**src/rtl/bcd_to_bin_seq_pkg.sv**
```systemverilog
// Shared types and constants for the BCD-to-binary converter.
// State encoding, digit geometry, correction constants, digit check.
package bcd_to_bin_seq_pkg;

  typedef enum logic [1:0] {
    ST_IDLE  = 2'd0,
    ST_SHIFT = 2'd1,
    ST_DONE  = 2'd2
  } state_t;

  localparam int          DIG_W     = 4;
  localparam logic [3:0]  MAX_DIGIT = 4'd9;
  localparam logic [3:0]  CORR_TH   = 4'd8;
  localparam logic [3:0]  CORR_OFF  = 4'd3;

  function automatic logic digit_bad(
    input logic [3:0] d
  );
    return d > MAX_DIGIT;
  endfunction

endpackage

```
**src/rtl/bcd_to_bin_seq_undabble.sv**
```systemverilog
// Reverse double-dabble cell: subtract 3 from a digit that is >= 8.
// Ports: digit (raw shifted digit), fixed (corrected digit).
module bcd_to_bin_seq_undabble
  import bcd_to_bin_seq_pkg::*;
(
  input  logic [3:0] digit,
  output logic [3:0] fixed
);

  assign fixed = (digit >= CORR_TH) ? digit - CORR_OFF : digit;

endmodule

```
**src/rtl/bcd_to_bin_seq.sv**
```systemverilog
// Iterative packed-BCD to binary converter, valid/ready on both sides.
// Ports: clk, rst_n, in_valid/in_ready/bcd_in, out_valid/out_ready/bin_out/err.
// Macro BCD2BIN_CHECK_EN enables the invalid-digit flag on err.
module bcd_to_bin_seq
  import bcd_to_bin_seq_pkg::*;
#(
  parameter int DIGITS = 2,
  parameter int BIN_W  = 7
) (
  input  logic                      clk,
  input  logic                      rst_n,
  input  logic                      in_valid,
  output logic                      in_ready,
  input  logic [DIG_W*DIGITS-1:0]   bcd_in,
  output logic                      out_valid,
  input  logic                      out_ready,
  output logic [BIN_W-1:0]          bin_out,
  output logic                      err
);

  localparam int BW = DIG_W * DIGITS;
  localparam int CW = $clog2(BIN_W + 1);

  state_t          state;
  state_t          state_nxt;
  logic [BW-1:0]   bcd_reg;
  logic [BIN_W-1:0] bin_reg;
  logic [CW-1:0]   cnt;
  logic [BW-1:0]   bcd_sh;
  logic [BW-1:0]   bcd_fix;
  logic [BIN_W-1:0] bin_sh;
  logic            accept;
  logic            last;

  assign accept = in_valid && (state == ST_IDLE);
  assign last   = cnt == CW'(BIN_W - 1);

  // One bit moves from the BCD side into the binary side per shift.
  assign bcd_sh = {1'b0, bcd_reg[BW-1:1]};
  assign bin_sh = {bcd_reg[0], bin_reg[BIN_W-1:1]};

  for (genvar g = 0; g < DIGITS; g++) begin : g_dig
    bcd_to_bin_seq_undabble u_cell (
      .digit (bcd_sh[g*DIG_W +: DIG_W]),
      .fixed (bcd_fix[g*DIG_W +: DIG_W])
    );
  end

  always_ff @(posedge clk or negedge rst_n) begin
    if (!rst_n) state <= ST_IDLE;
    else        state <= state_nxt;
  end

  always_comb begin
    state_nxt = state;
    unique case (state)
      ST_IDLE:  if (in_valid)  state_nxt = ST_SHIFT;
      ST_SHIFT: if (last)      state_nxt = ST_DONE;
      ST_DONE:  if (out_ready) state_nxt = ST_IDLE;
      default:                 state_nxt = ST_IDLE;
    endcase
  end

  always_ff @(posedge clk or negedge rst_n) begin
    if (!rst_n) begin
      bcd_reg <= '0;
      bin_reg <= '0;
      cnt     <= '0;
    end else if (accept) begin
      bcd_reg <= bcd_in;
      bin_reg <= '0;
      cnt     <= '0;
    end else if (state == ST_SHIFT) begin
      bcd_reg <= bcd_fix;
      bin_reg <= bin_sh;
      cnt     <= cnt + CW'(1);
    end
  end

  assign in_ready  = state == ST_IDLE;
  assign out_valid = state == ST_DONE;
  assign bin_out   = bin_reg;

`ifdef BCD2BIN_CHECK_EN
  logic err_reg;
  logic any_bad;

  always_comb begin
    any_bad = 1'b0;
    for (int i = 0; i < DIGITS; i++)
      if (digit_bad(bcd_in[i*DIG_W +: DIG_W])) any_bad = 1'b1;
  end

  always_ff @(posedge clk or negedge rst_n) begin
    if (!rst_n)      err_reg <= 1'b0;
    else if (accept) err_reg <= any_bad;
  end

  assign err = err_reg;
`else
  assign err = 1'b0;
`endif

endmodule

```
**config.mk**
```make
export PLATFORM = sky130hd
export DESIGN_NAME = bcd_to_bin_seq
export DESIGN_NICKNAME = d
export VERILOG_FILES = /design/src/rtl/bcd_to_bin_seq_pkg.sv /design/src/rtl/bcd_to_bin_seq_undabble.sv /design/src/rtl/bcd_to_bin_seq.sv
export SDC_FILE = /design/constraint.sdc
export NUM_CORES = 1
export LEC_CHECK = 0
export ABC_AREA = 0
export CAP_MARGIN = 20
export CORE_MARGIN = 8
export CORE_UTILIZATION = 54
export CTS_CLUSTER_SIZE = 40
export DETAILED_ROUTE_END_ITERATION = 10
export DONT_BUFFER_PORTS = 1
export GPL_TIMING_DRIVEN = 0
export PLACE_DENSITY = 0.72
export SLEW_MARGIN = 20
export SYNTH_ARGS = -nofsm -noshare
export SYNTH_HDL_FRONTEND = slang
export SYNTH_HIERARCHICAL = 1
export SYNTH_SLANG_ARGS = --single-unit
export TNS_END_PERCENT = 10
```
**constraint.sdc**
```tcl
create_clock -name clk -period 1.2 [get_ports clk]
set_input_delay 0.18 -clock clk [delete_from_list [all_inputs] [get_ports clk]]
set_output_delay 0.18 -clock clk [all_outputs]
set_load 0.03 [all_outputs]
```
==> out/summary.md <==
Input and output buffers added on the ports amount to 0. The clock reaches the later pin of the worst-skew pair after 300 ps. The portion of total power attributed to the clock network is 11.1%. STA classifies the critical path startpoint as a register. Summed over all cells, the static leakage comes to 0.582 nW. Across the run, the number of max-cap violations was 0.

The largest net degree at the start of global routing is 21, and the count of different cell masters after synthesis is 27. Once the floorplan was initialized, standard cells occupied 56.0% of the core. In the finished design, the share of the clock period the worst path needs comes to 114%. The height of the die is 60.6 um. The logs give 0 for the number of antenna violations at the first check in global routing and 25 for the number of DRC markers after the initial detailed-route iteration.

The mean area per synthesized cell was 11.8 um2; the routability congestion estimate was 0.678. In the synthesized netlist the async set-or-reset flop fraction comes to 100%. The number of cells in the design after placement was 123. Summed over all layers, the global routing overflow is 0.

The tools report the root cell of the clock tree as sky130_fd_sc_hd__clkbuf_4. The arrival time at the worst endpoint was 1570 ps; the number of global-route vias before repair was 723. Among all cell types in the netlist, the one instantiated most often is sky130_fd_sc_hd__dfrtp_1.

The logs give 2.09 mW for the internal power component and 0.00108 mm2 for the area of the mapped netlist. Detailed routing inserted a total of 773 vias. The number of fillers in the final layout is 171, and the number of flip-flops in the largest register is 8. The first global-routing pass estimated 3600 um of wire. The number of hold violations in the final report is 0. On the critical path the largest part of the delay comes from simple AND/OR/NAND/NOR gates.

For the die area, the log shows 0.00368 mm2. The run finished, with violations left. The worst setup path is of the register to register kind. Dividing total power by cell area gives a power density of 2810 mW/mm2.

Of the total power, the share spent switching nets is 40.9%. After synthesis, the largest area contributor takes up 46.5% of total cell area. Measured along the x axis, the die boundary spans 60.6 um.

The number of antenna diodes in the final layout is 0. The pre-antenna-repair detailed-routing pass consisted of 4 iterations. The tools report the residual DRC count as 0. The tools report the number of sinks handled by clock tree synthesis as 20.

The run gives 0 as the final max-slew violation count. For the worst setup path, the data required time is 1400 ps. The final reports fail on negative setup slack. The count of standard-cell rows came out at 16. On the worst path, the slowest cell contributes a delay of 520 ps.

Once detailed placement completed, the half-perimeter wirelength came to 1490 um. The routed via count divided by cell count works out to 5.73. The critical path goes through buf_6 -> or4b_1 -> o221a_2. Endpoint type of the worst setup path: a register. The worst-case hold slack came out at 37.8 ps. The largest total area in the synthesized netlist belongs to sky130_fd_sc_hd__dfrtp_1. The final clock skew is 8.29 ps.

TritonCTS built the clock tree. The clock-pin slew on the worst setup and hold paths is 120 ps, and the post-detailed-route wirelength per cell is 16.7 um. The run gives 44.6% as the sequential power share. Cells fill 65.6% of the core in the end. The number of buffers and inverters on the critical path is 1. The critical-path maximum fanout was 6; the number of buffers on the longest clock path was 2.

For the number of top-level design ports, the log shows 22. After synthesis, the cell types taking the most area are sky130_fd_sc_hd__dfrtp_1 47%, sky130_fd_sc_hd__o221a_2 8.4%, sky130_fd_sc_hd__or4b_1 7.4%. The synthesis warning total was 6. Combinational cells account for 44.3% of the total power. The run gives 0 as the residual antenna-violating net count after detailed routing. Flip-flop and latch count after synthesis: 20. Measured against its own limit, the worst slew margin works out to 39.8%. Among all flip-flop cells after synthesis, the most frequent one is sky130_fd_sc_hd__dfrtp_1. The logs give 17 for the count of endpoints failing setup in the final report and 2260 um for the routed wire length.

The worst path in the final design needs a cycle of 1370 ps, including I/O delays and setup. The actual transition at the worst max-transition pin was 904 ps. The worst setup slack after layout came out at -168 ps. In the global route stage, overall resource usage came out at 12.9%. Sorting the synthesized cells by how often they occur yields 20 x sky130_fd_sc_hd__dfrtp_1, 8 x sky130_fd_sc_hd__o221a_2, 8 x sky130_fd_sc_hd__or4b_1, 7 x sky130_fd_sc_hd__a22o_1.

The finished layout holds 135 standard cells, fillers aside. Relative to the synthesized area, the layout overhead comes to 17.1%. The run gives 91 as the number of standard cells after synthesis. The slowest cell on the critical path was sky130_fd_sc_hd__or4b_1. For this run, the post-layout net count is 127. The analysis attributes to net switching a power of 1.45 mW. The tools report the area of the placeable core as 0.00192 mm2. Across the VDD grid, the largest voltage drop is 1.38 mV. Setup repair after global routing could not meet its margin everywhere. The upper clock frequency limit was 0.731 GHz; the ratio of cells with drive above 1 in the final layout was 31.5%. The number of clock buffers inserted by TritonCTS was 3.

The register area share after synthesis is 46.5%. The maximum level of the CTS H-tree was 1. Yosys mapped a number of flops with a built-in enable equal to 0. The path class of the tightest hold or removal check is input port to register.
==> logic make-up after synthesis <==
kind of cell	count (synthesis)	share of synthesized area, %
flip-flops	20	46.5
XOR/XNOR	4	3.26
multiplexers	1	0.930
buffers and inverters	13	6.51
adder cells (fa/ha/maj)	6	6.98
AND/OR/NAND/NOR	22	15.0
other	1	0.349
AO/OA/AOI/OAI	24	20.5
==> worst register-to-register path, cell delays in order (launching register included) <==
cell	delay [ps]
sky130_fd_sc_hd__dfrtp_2	470
sky130_fd_sc_hd__buf_6	150
sky130_fd_sc_hd__or4b_1	520
sky130_fd_sc_hd__o221a_2	140
==> layout by cell type, fill, tap and decap left out, drive strengths merged, types with 3 or more instances in the layout <==
cell and count:
buf 12, clkbuf 6, nor2b 5, a22o 7, inv 6, dfrtp 20, or4b 8, o221a 8
conb 6, ha 6, nand2b 3
==> what timing repair did <==
action	CTS	global route
pin swaps	2	3
cloned	0	1
hold buffers	1	0
gates resized for setup	7	6
endpoints found under the setup margin	21	20
hold endpoints to repair	20	0
setup buffers	1	5
==> routing by layer <==
metal | track usage [%] | wire, um
met5 | 0 | 0
met4 | 4.98 | 31
met3 | 3.39 | 90
met2 | 19.6 | 1100
met1 | 17.0 | 1040
==> layout make-up <==
class / instances / area [um2] / share of cell area (%)
multi-input combinational: 63 / 546 / 43.3
sequential: 20 / 504 / 40.0
timing repair buffer: 8 / 68.8 / 5.46
buffer: 7 / 48.8 / 3.87
clock buffer: 4 / 36.3 / 2.88
tap: 27 / 33.8 / 2.68
inverter: 6 / 22.5 / 1.79
==> power groups by stage <==
stage	sequential, mW	combinational [mW]	clock (mW)
global route	1.64	1.72	0.445
floorplan	1.50	1.16	0
global placement	1.58	1.29	0
finish	1.58	1.57	0.394
CTS	1.59	1.42	0.399
detailed placement	1.60	1.34	0
==> metrics by stage <==
stage | total power, mW | area, um2 | setup slack (ps) | setup TNS, ps
after CTS | 3.41 | 1200 | -154 | -1480
after floorplan | 2.66 | 1090 | -72.1 | -493
final | 3.54 | 1260 | -168 | -1480
after global routing | 3.81 | 1260 | -199 | -2450
after global placement | 2.87 | 1130 | -145 | -1090
after detailed placement | 2.94 | 1130 | -160 | -1150
==> final timing paths <==
| path | start | to | slack (ps) | cells past startpoint |
|---|---|---|---|---|
| hold / removal | out_ready | state[1] | 40 | 2 |
| setup / recovery | state[1] | bcd_reg[6] | -170 | 3 |
| max in group asynchronous | rst_n | state[0] | 530 | 1 |
| min in group asynchronous | rst_n | bcd_reg[1] | 60 | 1 |
| hold reg to reg | cnt[0] | cnt[0] | 550 | 1 |
| setup reg to reg | state[1] | bcd_reg[6] | -170 | 3 |
No activity file was read; power rests on OpenSTA's default activity.
==> edit 1: new RTL, same settings <==
Encoding of `state_t`: now one-hot (3 bits for 3 states).
--- a/src/rtl/bcd_to_bin_seq_pkg.sv
+++ b/src/rtl/bcd_to_bin_seq_pkg.sv
@@ -2,10 +2,10 @@
 // State encoding, digit geometry, correction constants, digit check.
 package bcd_to_bin_seq_pkg;
 
-  typedef enum logic [1:0] {
-    ST_IDLE  = 2'd0,
-    ST_SHIFT = 2'd1,
-    ST_DONE  = 2'd2
+  typedef enum logic [2:0] {
+    ST_IDLE  = 3'b001,
+    ST_SHIFT = 3'b010,
+    ST_DONE  = 3'b100
   } state_t;
 
   localparam int          DIG_W     = 4;
Check against the original RTL: no difference found for any inputs over 10 cycles, from zero or initial values and one cycle with rst_n low; not proved beyond that.
==> edit 1 against the unedited design <==
Cell area increased by 10%; largest power group is now combinational cells; first-iteration DRC count down 36%; wire length increased by 9.0%; critical path type unchanged; total power fell by 17%; sequential share of layout area is 1.8 points lower; setup slack worse by 73 ps; the run still ends with negative setup slack left; area after synthesis increased by 5.5%; critical endpoint is now cnt[2]$_DFFE_PN0P_; sequential cell count increased by 1.
==> edit 1: results (changes against the unedited design) <==
stage	metric	value	unit	change
outcome	failed_checks	negative setup slack		
power_and_ir_drop	ir_drop	1.58	mV	+15%
worst_setup_path	worstPathMaxFanout	4		-2
power_and_ir_drop	p_leak	0.658	nW	+13%
yosys	synth.top_cells.by_count	dfrtp_1, nand2_1, a21oi_1		
placed_design	gp_congestion	0.746		+10%
yosys	synth_area_leaders	dfrtp_1, a21oi_1, ha_1		
drt	finalWirelength	2.46	mm	+9.0%
cts	cts_root_buf	clkbuf_4		
yosys	synthCells	116		+27%
sta	relSlewSlack	36.4	%	-3.4 points
placed_design	post_dp_cell_area	0.00120	sq mm	+6.1%
global_route	grt_pass1_vias	869		+20%
layout	nets	151		+19%
sta	setup_viol	23		+6
layout	drive_gt1_share	27.3	%	-4.2 points
layout	fillers	156		-8.8%
drt	viasPerCell	5.28		-7.8%
outcome	outcome	finished, violations left		
cts	ctsHtreeMaxLevel	1		unchanged
global_route	grt_use_total	13.9	%	+1.0 points
cts	clk_pin_slew_worst_paths	110	ps	
drt	first_iter_violations	16		-36%
sta	skew	5.73	ps	-2.56 ps
drt	wl_per_cell	15.5	um	-7.5%
yosys	ys_seq_area_share	46.4	%	-0.095 points
layout	finalCoreUtilization	70.0	%	+4.5 points
placed_design	dp_hpwl	1.57	mm	+4.9%
sta	setup_ws	-241	ps	-73.4 ps
worst_setup_path	worstPathArrival	1670	ps	+100 ps
global_route	grt_max_degree	22		+4.8%
global_route	grt_pass1_wl	3.98	mm	+11%
cts	clk_latency	300	ps	about the same
sta	slew_viol_final	0		unchanged
[edit 1: changes by cell type in the layout (fill, tap and decap cells not counted), sizes merged, moves of 2 or more]
cell / change
o221a: -8
a21oi: +13
nand2: +17
nor2b: -2
nor3b: +3
o2bb2ai: -2
or4b: -8
nor2: +2
or3b: +3
a21o: +8
[edit 1: per-layer routing]
layer | track usage, % | up-vias | part of all wire (%)
li1 | - | 417 | -
met2 | 25.0 | 16 | 52
met1 | 14.9 | 404 | 41
met4 | 2.92 | 0 | 0.45
met5 | 0 | - | 0
met3 | 5.56 | 2 | 6.4
[edit 1: through the flow]
stage          setup TNS (ps)  hold WS [ps]  worst slack (ps)
2_1_floorplan           -2070          -116              -151
3_3_place_gp            -4350          -115              -305
3_5_place_dp            -4700          -115              -326
4_1_cts                 -3420          22.9              -241
5_1_grt                 -5070          19.5              -294
6_report                -3820          31.4              -241
[edit 1: final timing paths]
| kind | startpoint | end | slack, ps | depth (start not counted) |
|---|---|---|---|---|
| max | state[0]$_DFFE_PN1P_ | cnt[2]$_DFFE_PN0P_ | -240 | 4 |
| min in group asynchronous | rst_n | bin_out[6]$_DFFE_PN0P_ | 90 | 1 |
| max reg2reg | state[0]$_DFFE_PN1P_ | cnt[2]$_DFFE_PN0P_ | -240 | 4 |
| max in group asynchronous | rst_n | state[2]$_DFFE_PN0P_ | 470 | 1 |
| min reg2reg | bcd_reg[0]$_DFFE_PN0P_ | bcd_reg[0]$_DFFE_PN0P_ | 540 | 2 |
| min | bcd_in[0] | bcd_reg[0]$_DFFE_PN0P_ | 30 | 2 |
[edit 1: logic make-up after synthesis]
kind of cell	synth area share [%]
simple gates	18.7
compound gates	18.6
flops	46.4
buf+inv	5.40
fa+ha+maj	6.62
xor+xnor	3.86
other cells	0.330
[edit 1: timing repair]
item | CTS | global route
endpoints found under the hold margin | 21 | 0
buffers inserted | 4 | 0
gates cloned | 1 | 1
pin swaps | 4 | 3
hold buffers | 1 | 0
endpoints found under the setup margin | 22 | 43
gates resized for setup | 19 | 11
[edit 1: power breakdown]
part / total (mW) / leakage [nW] / switching (mW) / internal (mW)
logic: 1.35 / 0.374 / 0.635 / 0.714
clock network: 0.328 / 0.0150 / 0.198 / 0.130
registers: 1.27 / 0.269 / 0.335 / 0.939
total: 2.95 / 0.658 / 1.17 / 1.78
[edit 1: layout make-up]
cell class | count | share of cell area, %
Buffer | 6 | 4.87
Clock buffer | 4 | 1.89
Inverter | 6 | 1.62
Multi-Input combinational cell | 88 | 45.4
Sequential cell | 21 | 38.2
Tap cell | 27 | 2.43
Timing Repair Buffer | 7 | 5.50
[edit 1: worst max-delay path, cell delays in order, from the launching register on]
cell and delay, ps:
dfstp_2 400, buf_4 150, or3b_4 400, or3_1 310
a21oi_1 120
==> edit 2: new RTL, config.mk and constraints unchanged <==
Without the edit above. Add a define of `BCD2BIN_CHECK_EN`.
--- a/src/rtl/bcd_to_bin_seq.sv
+++ b/src/rtl/bcd_to_bin_seq.sv
@@ -1,6 +1,8 @@
 // Iterative packed-BCD to binary converter, valid/ready on both sides.
 // Ports: clk, rst_n, in_valid/in_ready/bcd_in, out_valid/out_ready/bin_out/err.
 // Macro BCD2BIN_CHECK_EN enables the invalid-digit flag on err.
+`define BCD2BIN_CHECK_EN
+
 module bcd_to_bin_seq
   import bcd_to_bin_seq_pkg::*;
 #(
Check against the original RTL: not equivalent (a bounded check fails within 4 cycles, from zero or initial values and one cycle with rst_n low).
==> edit 2 against the unedited design <==
Count of clock-buffer cells in the layout down 1; clock skew is 1.1 ps lower; area after synthesis is 5.3% higher; wire length fell by 3.9%; total power decreased by 1.1%; sequential cell count is 1 higher; fmax increased by 9.0%; cell area is 2.5% higher; first-iteration DRC count shrank 44%; largest cell class unchanged; the flow still finishes with violations (negative setup slack); sequential share of layout area increased by 0.77 points; setup slack gained 110 ps.
==> edit 2: results (changes against the unedited design) <==
stage	metric	value	unit	change
outcome	outcome	finished, violations left		
outcome	failed_checks	negative setup slack		
power_and_ir_drop	ir_drop	1.24	mV	-10%
cts	cts_buffers	3		unchanged
placed_design	gp_congestion	0.684		+0.91%
sta	skew	7.22	ps	-1.08 ps
worst_setup_path	crit_slowest_cell	dfrtp_1		
placed_design	post_dp_cell_area	0.00118	sq mm	+5.0%
yosys	synthXorXnorAreaFrac	3.09	%	-0.17 points
global_route	grt_max_degree	22		+4.8%
global_route	grt_pass1_vias	794		+9.8%
yosys	synth_fa_ha_area_share	6.62	%	-0.35 points
yosys	ys.flop_type	dfrtp_1		
drt	viasPerCell	5.40		-5.7%
layout	drive_gt1_share	25.4	%	-6.1 points
global_route	grt_pass1_wl	3.63	mm	+0.78%
drt	first_iter_violations	14		-44%
placed_design	pre_cts_ws	-120	ps	+40.3 ps
yosys	synth.top_cells.by_count	dfrtp_1, nand2_1, o21ai_2		
sta	worst_pin_slew	912	ps	+8.75 ps
worst_setup_path	rr_startpoint	bcd_reg[2]$_DFFE_PN0P_		
yosys	ys_seq_area_share	46.4	%	-0.15 points
global_route	antenna_found_initial	1		+1
global_route	grt_use_total	12.9	%	-0.019 points
sta	setup_viol	3		-14
placed_design	dp_hpwl	1.56	mm	+4.3%
worst_setup_path	worstPathMaxFanout	9		+3
worst_setup_path	cpPeakStageDelay	400	ps	-120 ps
yosys	synth_area_leaders	dfrtp_1, o21ai_2, ha_1		
sta	setup_ws	-55.2	ps	+113 ps
yosys	synth_compound_area_share	24.7	%	+4.3 points
worst_setup_path	critPathLaunch	state[0]$_DFFE_PN0P_		
yosys	synthMuxAreaShare	0.883	%	-0.047 points
worst_setup_path	worstPathArrival	1080	ps	-490 ps
drt	wl_per_cell	14.8	um	-11%
power_and_ir_drop	p_leak	0.591	nW	+1.5%
layout	nets	137		+7.9%
==> edit 2: power by group <==
group | switching [mW] | internal [mW] | total [mW]
clock network | 0.206 | 0.124 | 0.330
logic | 0.779 | 0.827 | 1.61
registers | 0.538 | 1.02 | 1.56
==> edit 2: logic make-up after synthesis <==
kind of cell             after synthesis
AO/OA/AOI/OAI                         36
adder cells (fa/ha/maj)                6
other                                  1
multiplexers                           1
flip-flops                            21
AND/OR/NAND/NOR                       27
buffers and inverters                 10
XOR/XNOR                               4
==> edit 2: critical path, delay by kind of cell, from the launching register on <==
family	cells	cell delay [ps]
AND/OR/NAND/NOR	1	230
flip-flops	1	400
buffers and inverters	1	150
==> edit 2: final timing paths <==
kind	to	slack (ps)	cells after the start
setup reg to reg	bcd_reg[2]$_DFFE_PN0P_	-40	5
max in group asynchronous	state[1]$_DFFE_PN0P_	520	1
hold reg to reg	bcd_reg[0]$_DFFE_PN0P_	500	2
min in group asynchronous	bcd_reg[7]$_DFFE_PN0P_	70	1
hold / removal	state[1]$_DFFE_PN0P_	40	2
setup / recovery	out_valid	-60	2
==> edit 2: final cells by class <==
class,count,area share [%]
clock inverter,1,0.388
multi-input combinational,79,46.4
antenna,1,0.194
timing repair buffer,4,2.91
buffer,5,3.49
inverter,5,1.45
sequential,21,40.8
tap,27,2.62
clock buffer,3,1.74
==> edit 2: per-stage QoR <==
stage               total power [mW]  std cells  util (%)  hold slack [ps]  TNS [ps]
global placement                2.96        137      60.4             -115      -198
detailed placement              3.02        137      60.4             -115      -301
CTS                             3.51        144      65.1             37.9      -183
global route                    3.79        146      65.8             41.0      -774
floorplan                       2.74        110         -             -116     -39.5
finish                          3.50        146      65.8             42.6      -142
==> edit 2: repair_timing <==
action	in CTS	in global routing
hold buffers	2	0
hold endpoints to repair	22	0
cloned	0	0
buffers inserted	1	1
setup endpoints to repair	7	34
pin swaps	5	4
gates resized for setup	9	2
==> edit 2: metal layers <==
metal,GRT usage (%),vias up,wire [um]
li1,-,389,-
met1,16.3,379,913
met2,20.4,18,1100
met3,3.50,2,141
met4,4.87,0,12
met5,0,-,0
